--- config.mk ---
export PLATFORM = sky130hd
export DESIGN_NAME = regbank_arbiter
export DESIGN_NICKNAME = d
export VERILOG_FILES = /design/src/rtl/regbank_arbiter_pkg.sv /design/src/rtl/regbank_arbiter_register8bit.sv /design/src/rtl/regbank_arbiter_rr_arb2.sv /design/src/rtl/regbank_arbiter.sv
export SDC_FILE = /design/constraint.sdc
export NUM_CORES = 1
export LEC_CHECK = 0
export ABC_AREA = 1
export CORE_MARGIN = 3
export CORE_UTILIZATION = 52
export DETAILED_ROUTE_END_ITERATION = 6
export PLACE_DENSITY = 0.84
export SLEW_MARGIN = 10
export SYNTH_ARGS = -nofsm -noshare
export SYNTH_HDL_FRONTEND = slang
export SYNTH_SLANG_ARGS = --single-unit
--- constraint.sdc ---
create_clock -name clk -period 1.7 [get_ports clk]
set_clock_uncertainty 0.15 [all_clocks]
set_input_delay 0.17 -clock clk [delete_from_list [all_inputs] [get_ports clk]]
set_output_delay 0.17 -clock clk [all_outputs]
set_load 0.01 [all_outputs]
--- src/rtl/regbank_arbiter_pkg.sv ---
// Shared definitions for the two-port register bank: requester ids, data width and clear value.
package regbank_arbiter_pkg;

   typedef enum logic {
      REQ0 = 1'b0,
      REQ1 = 1'b1
   } req_id_e;

   localparam int          RB_DATA_W    = 8;
   localparam logic [7:0]  RB_CLEAR_VAL = 8'h00;

endpackage

--- src/rtl/regbank_arbiter_register8bit.sv ---
// One 8-bit storage entry with synchronous reset and load enable.
module register8bit
   import regbank_arbiter_pkg::*;
(
   input  logic                 clk,
   input  logic                 reset,
   input  logic                 load,
   input  logic [RB_DATA_W-1:0] d,
   output logic [RB_DATA_W-1:0] q
);

   logic [RB_DATA_W-1:0] data_q;

   always_ff @(posedge clk) begin
      if (reset) begin
         data_q <= RB_CLEAR_VAL;
      end else if (load) begin
         data_q <= d;
      end
   end

   assign q = data_q;

endmodule

--- src/rtl/regbank_arbiter_rr_arb2.sv ---
// Combinational two-way round-robin choice; the last-grant pointer is held by the caller.
module rr_arb2 (
   input  logic req0,
   input  logic req1,
   input  logic last,
   output logic gnt_sel,
   output logic gnt_any
);

   // On a tie the requester that was not served last wins.
   assign gnt_sel = (req0 && req1) ? ~last : req1;
   assign gnt_any = req0 | req1;

endmodule

--- src/rtl/regbank_arbiter.sv ---
// Bank of NREG 8-bit registers shared by two requesters through a registered round-robin arbiter.
module regbank_arbiter
   import regbank_arbiter_pkg::*;
#(
   parameter int NREG   = 4,
   parameter int ADDR_W = 2
) (
   input  logic              clk,
   input  logic              reset,
   input  logic              clear,
   input  logic              req0,
   input  logic              we0,
   input  logic [ADDR_W-1:0] addr0,
   input  logic [7:0]        wdata0,
   input  logic              req1,
   input  logic              we1,
   input  logic [ADDR_W-1:0] addr1,
   input  logic [7:0]        wdata1,
   output logic              gnt0,
   output logic              gnt1,
   output logic              rvalid,
   output logic              rid,
   output logic [7:0]        rdata
);

   req_id_e              last_q, last_d;
   req_id_e              rid_q, rid_d;
   logic                 gnt0_q, gnt0_d;
   logic                 gnt1_q, gnt1_d;
   logic                 rvalid_q, rvalid_d;
   logic [7:0]           rdata_q, rdata_d;

   logic                 gnt_sel, gnt_any, grant_en;
   logic                 sel_we;
   logic [ADDR_W-1:0]    sel_addr;
   logic [7:0]           sel_wdata;
   logic [7:0]           rd_mux;
   logic                 bank_rst;
   logic [NREG-1:0]      load;
   logic [RB_DATA_W-1:0] entry_val [NREG];

   rr_arb2 u_arb (
      .req0    (req0),
      .req1    (req1),
      .last    (last_q),
      .gnt_sel (gnt_sel),
      .gnt_any (gnt_any)
   );

   // A clear cycle suppresses arbitration so requests simply stay pending.
   assign grant_en  = gnt_any & ~clear;
   assign sel_we    = gnt_sel ? we1    : we0;
   assign sel_addr  = gnt_sel ? addr1  : addr0;
   assign sel_wdata = gnt_sel ? wdata1 : wdata0;
   assign bank_rst  = reset | clear;

   genvar gi;
   generate
      for (gi = 0; gi < NREG; gi++) begin : g_entry
         assign load[gi] = grant_en && sel_we && (sel_addr == ADDR_W'(gi));

         register8bit u_reg (
            .clk   (clk),
            .reset (bank_rst),
            .load  (load[gi]),
            .d     (sel_wdata),
            .q     (entry_val[gi])
         );
      end
   endgenerate

   // Addresses with no backing entry fall through to the clear value.
   always_comb begin
      rd_mux = RB_CLEAR_VAL;
      for (int i = 0; i < NREG; i++) begin
         if (sel_addr == ADDR_W'(i)) begin
            rd_mux = entry_val[i];
         end
      end
   end

   always_comb begin
      last_d   = last_q;
      gnt0_d   = 1'b0;
      gnt1_d   = 1'b0;
      rvalid_d = 1'b0;
      rid_d    = rid_q;
      rdata_d  = rdata_q;
      if (grant_en) begin
         last_d = req_id_e'(gnt_sel);
         gnt0_d = ~gnt_sel;
         gnt1_d = gnt_sel;
         if (!sel_we) begin
            rvalid_d = 1'b1;
            rid_d    = req_id_e'(gnt_sel);
            rdata_d  = rd_mux;
         end
      end
   end

   always_ff @(posedge clk) begin
      if (reset) begin
         last_q   <= REQ1;
         gnt0_q   <= 1'b0;
         gnt1_q   <= 1'b0;
         rvalid_q <= 1'b0;
         rid_q    <= REQ0;
         rdata_q  <= RB_CLEAR_VAL;
      end else begin
         last_q   <= last_d;
         gnt0_q   <= gnt0_d;
         gnt1_q   <= gnt1_d;
         rvalid_q <= rvalid_d;
         rid_q    <= rid_d;
         rdata_q  <= rdata_d;
      end
   end

   assign gnt0   = gnt0_q;
   assign gnt1   = gnt1_q;
   assign rvalid = rvalid_q;
   assign rid    = rid_q;
   assign rdata  = rdata_q;

endmodule

==> results.ini, run 1 <==
[floorplan]
initial_utilization_pct = 56.2
dieArea_um2 = 4910
rows = 22
die_h_um = 70.1
coreArea_um2 = 3800
io_pins = 39
fp.dieW_um = 70.1

[status]
violations = setup timing
status = finished with violations

[drt]
wirelength_met1_mm = 2.29
dr_wl_met3_um = 351
via_count = 2162
ant_nets = 0
dr.pass1.iters = 4
drt_iter0_drc = 97
routedWlPerCell_um = 13.3
wl_mm = 5.42
highest_layer = met4
route.detailed.drc = 0
wl_met2_mm = 2.70
post_drt_via_cell_ratio = 5.30

[power_and_ir_drop]
power.switching_mw = 0.633
power_density_nw_per_um2 = 776
seqPwrFrac_pct = 49.4
p_clk_share_pct = 28.8
leakage_nw = 1.17
p_int_mw = 1.57
p_sw_share_pct = 28.7
power_frac_comb_pct = 21.8
ir_drop_mv = 0.458

[setup_path]
crit_buf_inv = 1
arrival_ps = 1770
cpMaxStageDelayCell = dfxtp_2
path_cells = nand2_4 -> nand2_8 -> nand2_1 -> nand2_4 -> buf_4 -> o21ai_0 -> nand3_1 -> nand2_1 -> a21oi_1
crit_path_end_kind = flop
crit_path_max_incr_delay_ps = 340
required_ps = 1750
crit_fanout = 11
critPathLaunchType = flop
worstSetupPathType = flop to flop
path_delay_family = simple AND/OR/NAND/NOR gates

[placement]
gp_congestion = 0.795
dp.cells = 395
port_buffers = 38
hpwl_mm = 3.76
dpl_cell_area_um2 = 2660

[logic_synthesis]
synth_seq_area_share_pct = 42.2
synth.top_cell.area_share_pct = 42.2
yosysMostFrequentCell = nor2_1
syn-num-nets = 330
synth.distinct_cells = 25
ys_async_sr_fraction_pct = 0
synth_cells = 303
avgSynthCellArea_um2 = 7.04
ys_seq_elements = 45
synth_area_um2 = 2130
synthTopCellsByArea = dfxtp_1 (42%), nor2_1 (12%), nand2_1 (10%)
ys_warn_count = 0
yosys-top-cells-count = nor2_1 (69), nand2_1 (59), dfxtp_1 (45), o21ai_0 (33), nand3_1 (24)
ys.flop_type = dfxtp_1
synth_area_leader_cell = dfxtp_1
synth-edff-count = 0

[clocking]
clock_sinks = 45
cts_root_buf = clkbuf_8
htree_num_levels = 2
cts_tree = built
clk_pin_slew_ps = 80
ctsLongestPathBuffers = 2
cts_buffers = 5
clock_latency_ps = 300

[timing]
report.final.slew_viol_count = 0
slew_headroom_pct = 76.9
fmax_mhz = 581
finalSetupViolations = 1
min_period_ps = 1720
worst_slew_pin_slew_ps = 346
hold_viol_final = 0
min_period_over_period_pct = 101
worst_slack_ps = -20.5

[grt]
grt.total_usage_pct = 21.2
grt_max_degree = 34
grt_pass1_wl_mm = 8.43
antenna_found_initial = 0
grt_pass1_vias = 1837
gr-total-overflow = 0

[layout]
syn2layout_area_growth_pct = 33.2
layout-drive-gt1-share_pct = 14.7
fin_cells = 408
fin_nets = 386
final_cell_area_um2 = 2840
antennaDiodeCount = 0

[flow_run]
cap_violations = 0

[worst_hold_path]
hold_path_class = flop to flop

==> power groups by stage <==
stage          clock network [mW]  logic, mW  registers, mW
6_report                    0.635      0.482           1.09
5_1_grt                     0.687      0.525           1.09
4_1_cts                     0.650      0.444           1.09
3_5_place_dp                    0      0.429           1.11
3_3_place_gp                    0      0.421           1.11
2_1_floorplan                   0      0.241           1.12
==> layer usage <==
layer / track usage [%] / vias to the layer above
li1: - / 1103
met1: 27.0 / 981
met2: 36.0 / 70
met3: 3.60 / 8
met4: 7.23 / 0
met5: 0 / -
==> cell type report <==
class	instances	area, um^2
fillers	301	955
clock buffers	6	72.6
clock inverters	2	10.0
repair buffers	58	568
multi-input cells	227	1140
flip-flops and latches	45	902
inverters	22	90.1
well taps	48	60.1
==> stage by stage <==
step | util, % | hold WS [ps] | setup TNS, ps | setup slack, ps | power [mW]
final | 74.9 | 320 | -20.5 | -20.5 | 2.21
after global routing | 74.9 | 347 | -80.9 | -47.1 | 2.31
after CTS | 72.8 | 322 | 0 | 11.0 | 2.18
after detailed placement | 69.9 | 309 | -12630 | -346 | 1.54
after global placement | 69.9 | 301 | -10210 | -275 | 1.53
after floorplan | - | 224 | 0 | 186 | 1.36
==> layout by cell type, fill, tap and decap left out, drive strengths merged <==
cell type,Yosys,final
nor2,71,72
or2,1,1
nand4,3,3
dlymetal6s2s,0,1
clkbuf,4,6
a21oi,9,9
nand2,63,63
buf,6,20
nand3,25,25
dlygate4sd2,0,1
dfxtp,45,45
clkinv,4,4
inv,18,20
o21ai,43,43
nand3b,10,10
clkdlybuf4s50,0,36
a211oi,1,1
==> final timing paths <==
check           start  endpoint  cells after the start  slack (ps)
max            last_q  rdata[1]                      9         -20
min          rdata[1]  rdata[1]                      2         320
max reg2reg    last_q  rdata[1]                      9         -20
min reg2reg  rdata[1]  rdata[1]                      2         320
==> flip-flops by register name, indices dropped and copies added, names as in the netlist <==
register / cells
rvalid: 1
last_q: 1
gnt0: 1
rid: 1
gnt1: 1
g_entry.u_reg.q: 32
rdata: 8
==> repair_timing <==
| action | 4_1_cts | 5_1_grt |
|---|---|---|
| endpoints found under the setup margin | 15 | 38 |
| pin swaps | 1 | 4 |
| hold buffers | 0 | 0 |
| setup buffers | 1 | 3 |
| resized for setup | 4 | 21 |
| cloned | 0 | 1 |
==> cell families (layout without fill, tap and decap cells) <==
group           after synthesis  after routing  share of synthesized area [%]
simple gates                173            174                           38.2
compound gates               53             53                           13.1
flops                        45             45                           42.2
buf+inv                      32             88                           6.51
==> worst reg2reg max path, cell delays in order, from the launching register on <==
cell,delay (ps)
dfxtp_2,340
nand2_4,120
nand2_8,80
nand2_1,120
nand2_4,100
buf_4,190
o21ai_0,230
nand3_1,150
nand2_1,80
a21oi_1,50
Power figures use the tool's default switching activity.
==> run 2: changes to the inputs <==
--- a/config.mk
+++ b/config.mk
@@ -5,12 +5,10 @@
 export SDC_FILE = /design/constraint.sdc
 export NUM_CORES = 1
 export LEC_CHECK = 0
-export ABC_AREA = 1
 export CORE_MARGIN = 3
-export CORE_UTILIZATION = 52
+export CORE_UTILIZATION = 51
 export DETAILED_ROUTE_END_ITERATION = 6
 export PLACE_DENSITY = 0.84
-export SLEW_MARGIN = 10
 export SYNTH_ARGS = -nofsm -noshare
 export SYNTH_HDL_FRONTEND = slang
 export SYNTH_SLANG_ARGS = --single-unit
==> results.ini, run 2 <==
[setup_path]
required_ps = 1750  ; about the same
rr_worst_depth = 9  ; unchanged
arrival_ps = 2100  ; +330 ps
r2r-start = last_q
path_delay_family = buffers and inverters
critPathLaunchType = flop
cp_common_cell = buf_6
worstSetupPathType = flop to flop
worstSetupStartpoint = last_q
crit_path_end_kind = flop
cp_num_cells = 9  ; unchanged
path_cells = a21boi_4 -> buf_6 -> a32oi_4 -> buf_6 -> buf_6 -> nor3_4 -> buf_12 -> nor2_1 -> a211oi_1
crit_buf_inv = 4  ; +3
crit_fanout = 8  ; -3
cpMaxStageDelayCell = dfxtp_2
crit_path_max_incr_delay_ps = 350  ; about the same

[logic_synthesis]
synth.distinct_cells = 30  ; +20%
synth_area_leader_cell = dfxtp_1
ys_async_sr_fraction_pct = 0  ; unchanged
synth-edff-count = 0  ; unchanged
synth_cells = 198  ; -35%
yosysMostFrequentCell = dfxtp_1
ys_seq_elements = 45  ; unchanged
synthTopCellsByArea = dfxtp_1 (45%), a211oi_1 (11%), mux2i_1 (9.1%)
synth_area_um2 = 1990  ; -6.7%
syn-num-nets = 225  ; -32%
ys_warn_count = 0  ; unchanged
synth.top_cell.area_share_pct = 45.3  ; +3.1 points
ys.flop_type = dfxtp_1
yosys-top-cells-count = dfxtp_1 (45), nor2_1 (36), a211oi_1 (28), mux2i_1 (18), nand2_1 (12)
synth_seq_area_share_pct = 45.3  ; +3.1 points
avgSynthCellArea_um2 = 10.1  ; +43%

[flow_run]
cap_violations = 0  ; unchanged

[grt]
gr-total-overflow = 0  ; unchanged
grt.total_usage_pct = 27.4  ; +6.2 points
grt_pass1_vias = 1902  ; +3.5%
grt_max_degree = 27  ; -21%
antenna_found_initial = 0  ; unchanged
grt_pass1_wl_mm = 9.32  ; +11%

[layout]
fin_cells = 331  ; -19%
fin_util_pct = 86.1  ; +11 points
fin_nets = 309  ; -20%
syn2layout_area_growth_pct = 60.8
final_cell_area_um2 = 3200  ; +13%
layout_common_cells = dfxtp_1 (44), clkdlybuf4s50_1 (36), buf_4 (30), nor2_1 (21), a211oi_2 (19)
layout-drive-gt1-share_pct = 40.6  ; +26 points
antennaDiodeCount = 0  ; unchanged
largest_reg_flops = 32  ; unchanged
layout_commonest_cell = dfxtp_1

[power_and_ir_drop]
finalPower_mw = 2.36  ; +6.7%
ir_drop_mv = 0.815  ; +78%
power_density_nw_per_um2 = 736  ; -5.2%
leakage_nw = 1.20  ; +2.6%

[clocking]
ctsLongestPathBuffers = 2  ; unchanged
cts_buffers = 5  ; unchanged
clock_sinks = 45  ; unchanged
cts_hold_buffers = 0  ; unchanged
htree_num_levels = 2  ; unchanged
clock_latency_ps = 300  ; about the same
cts_root_buf = clkbuf_8
clk_pin_slew_ps = 90  ; about the same
cts_tree = built

[drt]
drt_iter0_drc = 246  ; +150%
route.detailed.drc = 0  ; unchanged
dr.pass1.iters = 4  ; unchanged
post_drt_via_cell_ratio = 6.08  ; +15%
wl_mm = 7.28  ; +34%
routedWlPerCell_um = 22.0  ; +66%
via_count = 2014  ; -6.8%
ant_nets = 0  ; unchanged

[worst_hold_path]
hold_path_class = input pin to flop
hold_depth = 4  ; +2
min_from = req0

[timing]
min_period_over_period_pct = 121  ; +20 points
worst_slew_pin_slew_ps = 388  ; +41.6 ps
report.final.slew_viol_count = 0  ; unchanged
finalSetupViolations = 40  ; +39
hold_viol_final = 0  ; unchanged
hold_ws_ps = 278  ; -42.1 ps
slew_headroom_pct = 74.0  ; -2.9 points
rsz0062_at_grt = true
fmax_mhz = 487  ; -16%
min_period_ps = 2050  ; +334 ps
setup_tns_ps = -11350  ; -11330 ps
worst_slack_ps = -355  ; -334 ps

[floorplan]
io_pins = 39  ; unchanged
coreArea_um2 = 3720  ; -2.2%
rows = 22  ; unchanged
fp.dieW_um = 68.5  ; -2.3%
dieArea_um2 = 4690  ; -4.5%
initial_utilization_pct = 53.6  ; -2.6 points
die_h_um = 68.5  ; -2.3%

[placement]
port_buffers = 38  ; unchanged
place_ws_ps = -696  ; -350 ps
gp_congestion = 0.778  ; -2.2%
hpwl_mm = 3.64  ; -3.1%
dp.cells = 302  ; -24%
dpl_cell_area_um2 = 2700  ; +1.6%

[status]
status = finished with violations
violations = setup timing

[run 2: cell count changes after synthesis, moves of 8 or more]
cell / before / now
o21ai_0: 33 / 1
nand3b_1: 10 / 0
o21ai_1: 9 / 1
nand3_1: 24 / 1
inv_1: 16 / 0
a211oi_1: 1 / 28
nand2_1: 59 / 12
nor2_1: 69 / 36
mux2i_1: 0 / 18
[run 2: final timing paths]
path                                end  slack (ps)
setup / recovery  g_entry[2].u_reg.q[0]        -350
hold / removal                     gnt0         280
setup reg to reg  g_entry[2].u_reg.q[0]        -350
hold reg to reg                rdata[6]         320
[run 2: area by class of cell]
class | count | area (um^2)
Tap cell | 48 | 60.1
Fill cell | 166 | 515
Clock buffer | 5 | 68.8
Sequential cell | 45 | 902
Multi-Input combinational cell | 139 | 1210
Timing Repair Buffer | 91 | 932
Clock inverter | 3 | 25.0
[run 2: worst register-to-register path, delay by kind of cell, from the launching register on]
kind            cells  cell delay, ps
compound gates      3             560
buf+inv             4             590
flops               1             350
simple gates        2             310
[run 2: routing by layer]
metal	up-vias	track usage (%)	part of all wire (%)
li1	904	-	-
met1	984	33.7	40
met2	104	44.9	50
met3	22	6.24	7.0
met4	0	12.9	2.8
met5	-	0	0
[run 2: power breakdown]
part | leakage [nW] | internal, mW | switching (mW)
Sequential | 0.364 | 1.08 | 0.0180
Clock | 0.0447 | 0.297 | 0.394
Combinational | 0.792 | 0.297 | 0.272
Total | 1.20 | 1.67 | 0.684
[run 2: cells by family (layout without fill, tap and decap cells)]
kind of cell / count (synthesis) / count (layout) / share of synthesized area, %
mux: 20 / 20 / 10.5
buf+inv: 14 / 99 / 4.65
compound gates: 56 / 56 / 23.9
simple gates: 63 / 63 / 15.7
flops: 45 / 45 / 45.3
[run 2: what timing repair did]
item / in CTS / in global routing
cloned: 2 / 1
setup buffers: 10 / 11
endpoints found under the setup margin: 41 / 41
pin swaps: 17 / 38
resized for setup: 24 / 40
==> run 3: changes to the inputs <==
--- a/config.mk
+++ b/config.mk
@@ -5,10 +5,12 @@
 export SDC_FILE = /design/constraint.sdc
 export NUM_CORES = 1
 export LEC_CHECK = 0
+export CORE_ASPECT_RATIO = 1.4
 export CORE_MARGIN = 3
 export CORE_UTILIZATION = 51
 export DETAILED_ROUTE_END_ITERATION = 6
 export PLACE_DENSITY = 0.84
+export SLEW_MARGIN = 40
 export SYNTH_ARGS = -nofsm -noshare
 export SYNTH_HDL_FRONTEND = slang
 export SYNTH_SLANG_ARGS = --single-unit
==> constraint.sdc (replaced) <==
create_clock -name clk -period 1.7 [get_ports clk]
set_clock_uncertainty 0.15 [all_clocks]
set_input_delay 0.17 -clock clk [delete_from_list [all_inputs] [get_ports clk]]
set_output_delay 0.17 -clock clk [all_outputs]
set_load 0.02 [all_outputs]
==> results.ini, run 3 (synthesis gave the netlist of run 2 again) <==
[drt]
routedWlPerCell_um = 20.7  ; -5.8%
dr.pass1.iters = 4  ; unchanged
route.detailed.drc = 0  ; unchanged
via_count = 2006  ; -0.40%
wl_mm = 6.80  ; -6.6%
post_drt_via_cell_ratio = 6.12  ; +0.51%
drt_iter0_drc = 141  ; -43%
ant_nets = 0  ; unchanged

[power_and_ir_drop]
leakage_nw = 1.21  ; +0.74%
power_frac_comb_pct = 24.5  ; +0.4 points
p_int_mw = 1.67  ; +0.11%
ir_drop_mv = 1.03  ; +26%
p_clk_share_pct = 29.5  ; +0.2 points
power_density_nw_per_um2 = 741  ; +0.70%
seqPwrFrac_pct = 46.1  ; -0.4 points
p_sw_share_pct = 29.5  ; +0.48 points
power.switching_mw = 0.700  ; +2.4%

[setup_path]
required_ps = 1740  ; about the same
path_cells = a21boi_4 -> buf_4 -> mux2i_4 -> nor4bb_4 -> buf_6 -> buf_4 -> a211oi_2
worstSetupPathType = flop to flop
critPathLaunchType = flop
r2r_slack_ps = -370  ; about the same
crit_fanout = 8  ; unchanged
crit_path_max_incr_delay_ps = 430  ; +80 ps
r2r-start = last_q
cpMaxStageDelayCell = nor4bb_4
rr_worst_depth = 7  ; -2
crit_path_end_kind = flop
cp_common_cell = buf_4
worst_r2r_endpoint = g_entry[0].u_reg.q[0]
arrival_ps = 2110  ; about the same

[grt]
grt_pass1_vias = 1885  ; -0.89%
top_usage_layer = met2
grt.total_usage_pct = 26.8  ; -0.63 points
gr-total-overflow = 0  ; unchanged
grt_max_degree = 21  ; -22%
antenna_found_initial = 0  ; unchanged
grtUsageMet2_pct = 44.0  ; -0.91 points
met3_usage_pct = 6.96  ; +0.72 points
grt_pass1_wl_mm = 9.48  ; +1.7%
met1_usage_pct = 33.5  ; -0.17 points

[layout]
syn2layout_area_growth_pct = 60.9  ; about the same
fin_nets = 312  ; +0.97%
multi_input_area_um2 = 1210  ; unchanged
final_cell_area_um2 = 3200  ; about the same
layout_commonest_cell = dfxtp_1
fillers = 183  ; +10%
largest_reg_flops = 32  ; unchanged
fin_cells = 328  ; -0.91%
layout-drive-gt1-share_pct = 38.5  ; -2.2 points
layout_common_cells = dfxtp_1 (44), clkdlybuf4s50_1 (36), buf_4 (34), nor2_1 (27), a211oi_2 (21)
regArea_um2 = 905  ; +0.28%
antennaDiodeCount = 0  ; unchanged

[timing]
min_period_over_period_pct = 122  ; +0.64 points
worst_slew_pin_slew_ps = 373  ; -15.3 ps
worst_slack_ps = -366  ; -10.9 ps
fmax_mhz = 484  ; -0.53%
hold_viol_final = 0  ; unchanged
rsz0062_at_grt = true
slew_headroom_pct = 75.0  ; +0.94 points
report.final.slew_viol_count = 0  ; unchanged
min_period_ps = 2070  ; +10.9 ps
finalSetupViolations = 40  ; unchanged
hold_ws_ps = 313  ; +34.8 ps

[clocking]
cts_tree = built
clock_sinks = 45  ; unchanged
cts_buffers = 5  ; unchanged
clock_latency_ps = 320  ; +20 ps
htree_num_levels = 2  ; unchanged
cts_root_buf = clkbuf_8
clk_pin_slew_ps = 90  ; about the same
ctsLongestPathBuffers = 2  ; unchanged

[status]
violations = setup timing
status = finished with violations

[floorplan]
io_pins = 39  ; unchanged
die_h_um = 79.9  ; +17%
coreArea_um2 = 3710  ; -0.20%
dieArea_um2 = 4700  ; +0.22%
initial_utilization_pct = 53.7  ; +0.11 points
fp.dieW_um = 58.8  ; -14%
rows = 26  ; +18%

[placement]
gp_congestion = 0.841  ; +8.2%
dp.cells = 299  ; -0.99%
hpwl_mm = 3.55  ; -2.5%
place_ws_ps = -581  ; +115 ps
dpl_cell_area_um2 = 2700  ; about the same
port_buffers = 38  ; unchanged

[worst_hold_path]
hold_path_class = flop to flop
hold_depth = 2  ; -2
min_from = rdata[6]
whs_endpoint = rdata[6]

[flow_run]
cap_violations = 0  ; unchanged

[run 3: how the worst max path moves through the flow]
stage | start | cells past startpoint | to
final | last_q | 7 | g_entry[0].u_reg.q[0]
after detailed placement | req1 | 7 | g_entry[0].u_reg.q[0]
after floorplan | last_q | 7 | g_entry[0].u_reg.q[5]
after CTS | last_q | 6 | g_entry[0].u_reg.q[5]
after global placement | req1 | 7 | g_entry[0].u_reg.q[3]
after global routing | last_q | 7 | g_entry[0].u_reg.q[1]
[run 3: layer usage]
| metal | vias up | wire, um |
|---|---|---|
| li1 | 910 | - |
| met1 | 995 | 2660 |
| met2 | 83 | 3540 |
| met3 | 18 | 398 |
| met4 | 0 | 196 |
| met5 | - | 0 |
[run 3: repair_timing]
item | in CTS | in global routing
endpoints found under the setup margin | 41 | 41
buffers inserted | 7 | 14
hold buffers | 0 | 0
pin swaps | 18 | 26
gates resized for setup | 33 | 27
cloned | 2 | 0
[run 3: power groups by stage]
stage                     combinational [mW]  sequential, mW  clock [mW]
final                                  0.581            1.09       0.700
after global routing                   0.609            1.10       0.760
after CTS                              0.496            1.09       0.701
after detailed placement               0.446            1.12           0
after global placement                 0.439            1.12           0
after floorplan                        0.213            1.13           0
[run 3: layout make-up]
cell class	instances	area share, %
multi-input combinational	139	37.9
sequential	45	28.2
clock inverter	3	0.781
clock buffer	5	2.15
timing repair buffer	94	29.3
tap	42	1.64
[run 3: worst max-delay path: cells and delay by family, from the launching register on]
kind                   cells  cell delay, ps
flip-flops                 1             370
multiplexers               1             280
buffers and inverters      3             490
AND/OR/NAND/NOR            1             430
AO/OA/AOI/OAI              2             240
[run 3: stage by stage]
| step | setup TNS, ps | total power, mW | util (%) |
|---|---|---|---|
| CTS | -8070 | 2.29 | 80.8 |
| finish | -11130 | 2.37 | 86.4 |
| global placement | -19400 | 1.55 | 72.8 |
| detailed placement | -20920 | 1.56 | 72.8 |
| global route | -14000 | 2.47 | 86.4 |
| floorplan | -4920 | 1.34 | - |
